===== src/rtl/inst_loader.sv =====
// inst_loader
//   Boot-time program loader sitting in front of the RISC-V core. A byte stream
//   arrives over a valid/ready handshake in the form
//     N (4 bytes) | N instruction words (4 bytes each) | checksum (4 bytes)
//   with every field little-endian. Words are assembled and written one per
//   WRITE cycle into instruction memory. The core is held in reset until a load
//   finishes with a matching checksum (32-bit wrapping sum of all words).
//
// Ports
//   clk, reset            clock (rising edge) / asynchronous active-high reset
//   start                 one-cycle request for a new load (ignored while busy)
//   rx_valid, rx_data     incoming byte stream
//   rx_ready              loader takes a byte this cycle (LEN, DATA, CSUM)
//   imem_we/addr/wdata    instruction-memory write port (one-cycle strobe)
//   core_reset            1 = core held in reset
//   busy, done, error     load status
//   words_loaded          words written in the current/last load
module inst_loader #(
  parameter int ADDR_W    = 10,
  parameter int MAX_WORDS = 2**ADDR_W
) (
  input  logic              clk,
  input  logic              reset,
  input  logic              start,
  input  logic              rx_valid,
  input  logic [7:0]        rx_data,
  output logic              rx_ready,
  output logic              imem_we,
  output logic [ADDR_W-1:0] imem_addr,
  output logic [31:0]       imem_wdata,
  output logic              core_reset,
  output logic              busy,
  output logic              done,
  output logic              error,
  output logic [ADDR_W:0]   words_loaded
);

  typedef enum logic [2:0] {
    IDLE, LEN, DATA, WRITE, CSUM, DONE, ERROR
  } state_t;

  localparam logic [31:0]     MAX_N   = MAX_WORDS;
  localparam logic [ADDR_W:0] IDX_ONE = {{ADDR_W{1'b0}}, 1'b1};

  state_t            state, state_next;
  logic [1:0]        byte_cnt;
  logic [31:0]       shift;
  logic [ADDR_W:0]   index;
  logic [ADDR_W:0]   n_words;
  logic [31:0]       sum;

  logic              take;
  logic              last_byte;
  logic              load;
  logic [31:0]       field;

  assign take      = rx_valid & rx_ready;
  assign last_byte = take && (byte_cnt == 2'd3);
  assign load      = start && (state == IDLE || state == DONE || state == ERROR);
  // Bytes shift in from the top, so after four bytes the first one sits in [7:0].
  // On the 4th byte this is the complete little-endian field.
  assign field     = {rx_data, shift[31:8]};

  // State register
  always_ff @(posedge clk or posedge reset) begin
    if (reset) state <= IDLE;
    else       state <= state_next;
  end

  // Next-state logic
  always_comb begin
    state_next = state;
    unique case (state)
      IDLE, DONE, ERROR: if (start) state_next = LEN;
      LEN: if (last_byte) begin
        if (field > MAX_N)       state_next = ERROR;
        else if (field == 32'd0) state_next = CSUM;
        else                     state_next = DATA;
      end
      DATA:  if (last_byte) state_next = WRITE;
      // index still holds the pre-increment value during WRITE
      WRITE: state_next = ((index + IDX_ONE) == n_words) ? CSUM : DATA;
      CSUM: if (last_byte) state_next = (field == sum) ? DONE : ERROR;
      default: state_next = IDLE;
    endcase
  end

  // Output logic
  always_comb begin
    rx_ready   = (state == LEN) || (state == DATA) || (state == CSUM);
    busy       = rx_ready || (state == WRITE);
    imem_we    = (state == WRITE);
    done       = (state == DONE);
    error      = (state == ERROR);
    core_reset = (state != DONE);
  end

  // Datapath: byte assembly, word index, checksum accumulator, write port.
  // imem_addr/imem_wdata are loaded on the edge entering WRITE so they are valid
  // during the strobe and simply hold afterwards.
  always_ff @(posedge clk or posedge reset) begin
    if (reset) begin
      byte_cnt   <= '0;
      shift      <= '0;
      index      <= '0;
      n_words    <= '0;
      sum        <= '0;
      imem_addr  <= '0;
      imem_wdata <= '0;
    end else begin
      if (load) begin
        byte_cnt <= '0;
        index    <= '0;
        n_words  <= '0;
        sum      <= '0;
      end
      if (take) begin
        byte_cnt <= byte_cnt + 2'd1;
        shift    <= field;
      end
      // Only a length <= MAX_WORDS ever leads anywhere but ERROR, so the
      // truncation to ADDR_W+1 bits is lossless on every path that uses it.
      if (state == LEN && last_byte) n_words <= field[ADDR_W:0];
      if (state == DATA && last_byte) begin
        imem_addr  <= index[ADDR_W-1:0];
        imem_wdata <= field;
      end
      if (state == WRITE) begin
        index <= index + IDX_ONE;
        sum   <= sum + imem_wdata;
      end
    end
  end

  assign words_loaded = index;

endmodule

===== config.mk =====
export PLATFORM = sky130hd
export DESIGN_NAME = inst_loader
export DESIGN_NICKNAME = d
export VERILOG_FILES = /design/src/rtl/inst_loader.sv
export SDC_FILE = /design/constraint.sdc
export NUM_CORES = 1
export LEC_CHECK = 0
export CORE_MARGIN = 10
export CORE_UTILIZATION = 50
export DETAILED_ROUTE_END_ITERATION = 16
export PLACE_DENSITY = 0.71
export RECOVER_POWER = 25
export SETUP_SLACK_MARGIN = 0.05
export SLEW_MARGIN = 0
export SYNTH_ARGS = -nofsm -noshare
export SYNTH_HDL_FRONTEND = slang
export SYNTH_SLANG_ARGS = --single-unit

===== constraint.sdc =====
create_clock -name clk -period 10.25 [get_ports clk]
set_input_delay 2.05 -clock clk [delete_from_list [all_inputs] [get_ports clk]]
set_output_delay 2.05 -clock clk [all_outputs]
set_load 0.05 [all_outputs]

==> run metrics <==
WL per Instance just under 20 um; GRT Total Usage 0.198; Register-to-Register Path Depth 7; Leak Pwr ~3.8 nW; Final Hold Vio Count 0; CTS tree yes; CP max-delay cell clkdlybuf4s50_1; reg2reg start state[2]$_DFFE_PP0P_; Core ar. approximately 14000 um^2; initial DRC count roughly 450; Syn Inst Count around 730; CP arrival roughly 3.3 ns; Residual DRC 0; number of setup buffers added after CTS 0; Top delay family on crit path buffers and inverters; share of layout cells above drive strength 1 0.146; Pre-antenna DRT Iters 5; row cnt 43; fin crit share 0.525; CP startpoint kind register; Critical path buffers and inverters 4; PwrDens between 300 and 400 nW/um^2; most common cell after layout, fill and taps aside dfrtp_1; #FFs+latches synth 125; Via density 5.96; Die Footprint about 20000 um^2; worst slack, placed between 5 and 6 ns; outcome finished, violations left; clk slew on worst S/H paths roughly 0.05 ns; initial core utilization 0.516; placed wire-length estimate 14000 um; nets around 840; synthesized area around 7200 um^2; PortBufs 70; Tmin final 5.38 ns; Placer Congestion ~0.94; top post-synthesis cells by area dfrtp_1 43%, mux2_2 10%, xor2_1 6.4%; RSZ-0062 raised after global routing false; final setup fails 0; Top FF cell, synth dfrtp_1; crit-path cells inv_1, nand3_2, buf_4, clkinv_1, clkdlybuf4s50_1; number of global-route vias before repair ~5900; Setup TNS Final 0 ns; Yosys top cell area share 0.432; clock latency on the worst-skew pair ~0.42 ns; failing checks max-capacitance violations, max-slew violations; Achievable Freq between 150 and 200 MHz; CP peak stage delay a little over 0.8 ns; most frequent cells in the layout 125 x dfrtp_1, 81 x nand2_1, 68 x clkdlybuf4s50_1; FF-to-FF setup slack ~6.8 ns; CTS Buf Count 17; Mean Syn Cell Area between 9 and 10 um^2; critical path required time approximately 8.2 ns; Final WS setup roughly 4.9 ns; worst setup path category register to output port; final-report max-slew violation count 98; Netlist cell types 59; worst-margin pin slew approximately 3.7 ns; Ys Warns 0; cts repair resizes 0; Die X approximately 140 um; max-cap check violation count 2; largest net degree at the start of global routing 83; hold_buf cts 0; Post-Syn Nets just under 800; root buf cell clkbuf_16; Max-slew headroom -1.48; GRT overflow 0; Peak supply drop about 0.18 mV; EDFF count, synth 0; initial antenna violation count 0; CP Depth 5; Max clock buf depth 2; worst hold path type register to register; # IOs 71; dominant cell type by area after synthesis dfrtp_1; area growth from synthesis to layout 19.3%; first-pass GRT wire length 31700 um; post-synthesis sequential area ratio 0.432; H-tree levels 4; # clock sinks around 130; Worst Setup End Kind output port; crit-path max FO 36; antenna cells 0; die height ~140 um; clk_skew around 0.0075 ns; FF-to-FF End words_loaded[2]$_DFFE_PP0P_; Routed WL ~20000 um; DR vias 5893; crit path to imem_we; Async SR Flop Fraction 1.00; crit path from state[2]$_DFFE_PP0P_; Post-DRT Antenna Nets 0
sequential cells by signal, indices dropped and copies added (netlist names):
name and count:
shift 24, byte_cnt 2, n_words 11, words_loaded 11, sum 32, imem_wdata 32, imem_addr 10, state 3
cells by family (layout without fill, tap and decap cells):
group,count (synthesis),after routing,share of synthesized area
compound gates,165,165,0.140
xor+xnor,80,80,0.0968
fa+ha+maj,34,34,0.0598
buf+inv,44,121,0.0261
flops,125,125,0.432
mux,66,66,0.103
simple gates,217,217,0.142
cells in the mapped netlist, types with 3 or more instances:
| master | number |
|---|---|
| a31oi_1 | 3 |
| nand2b_1 | 4 |
| nor4b_1 | 3 |
| buf_2 | 5 |
| nor3_1 | 6 |
| a21o_1 | 8 |
| o31ai_1 | 4 |
| a21oi_2 | 3 |
| inv_1 | 13 |
| nor4_1 | 17 |
| a21oi_1 | 35 |
| o21a_1 | 6 |
| xor2_1 | 53 |
| dfrtp_1 | 125 |
| ha_1 | 33 |
| o21bai_1 | 7 |
| mux2_2 | 66 |
| and3_1 | 9 |
| nor2_1 | 36 |
| or4_1 | 4 |
| nand3_1 | 40 |
| o21ai_0 | 65 |
| nand4_1 | 7 |
| nand2_1 | 81 |
| xnor2_1 | 27 |
| clkbuf_1 | 21 |
| o211ai_1 | 3 |
| o21ai_1 | 11 |
metal layers:
| layer | GRT usage | share of wire | vias to the layer above |
|---|---|---|---|
| met5 | 0 | 0 | - |
| met4 | 0.0641 | 0.020 | 0 |
| met3 | 0.0497 | 0.057 | 37 |
| met2 | 0.328 | 0.49 | 194 |
| met1 | 0.247 | 0.43 | 2908 |
| li1 | - | - | 2754 |
final cells by class:
class	instances	area (um^2)
Fill cell	1181	5410
Inverter	14	53.8
Tap cell	180	225
Clock inverter	8	90.1
Multi-Input combinational cell	562	3930
Sequential cell	125	3130
Timing Repair Buffer	75	734
Clock buffer	24	472
report_power, final:
part / total [W] / switching (W) / internal [W] / leakage (nW)
Sequential: 0.000936 / 0.000256 / 0.000681 / 1.63
Combinational: 0.00151 / 0.000929 / 0.000578 / 1.91
Clock: 0.000584 / 0.000216 / 0.000368 / 0.282
metrics by stage:
| stage | area [um^2] | instances | total power (W) | hold WS, ns | utilization |
|---|---|---|---|---|---|
| after floorplan | 7240 | 731 | 0.00196 | 0.467 | - |
| after detailed placement | 8080 | 956 | 0.00244 | 0.495 | 0.575 |
| after CTS | 8640 | 988 | 0.00303 | 0.507 | 0.615 |
| after global routing | 8640 | 988 | 0.00321 | 0.532 | 0.615 |
| final | 8640 | 988 | 0.00303 | 0.502 | 0.615 |
| after global placement | 8080 | 956 | 0.00240 | 0.489 | 0.575 |
how the worst min path moves through the flow:
stage	start	to	slack (ns)	depth (start not counted)
after floorplan	byte_cnt[0]$_DFFE_PP0P_	byte_cnt[0]$_DFFE_PP0P_	0.47	1
after global placement	imem_addr[4]$_DFFE_PP0P_	imem_addr[4]$_DFFE_PP0P_	0.49	1
after detailed placement	imem_addr[4]$_DFFE_PP0P_	imem_addr[4]$_DFFE_PP0P_	0.50	1
after CTS	imem_addr[4]$_DFFE_PP0P_	imem_addr[4]$_DFFE_PP0P_	0.51	1
after global routing	imem_addr[1]$_DFFE_PP0P_	imem_addr[1]$_DFFE_PP0P_	0.53	1
final	imem_addr[4]$_DFFE_PP0P_	imem_addr[4]$_DFFE_PP0P_	0.50	1
Power figures use the tool's default switching activity.
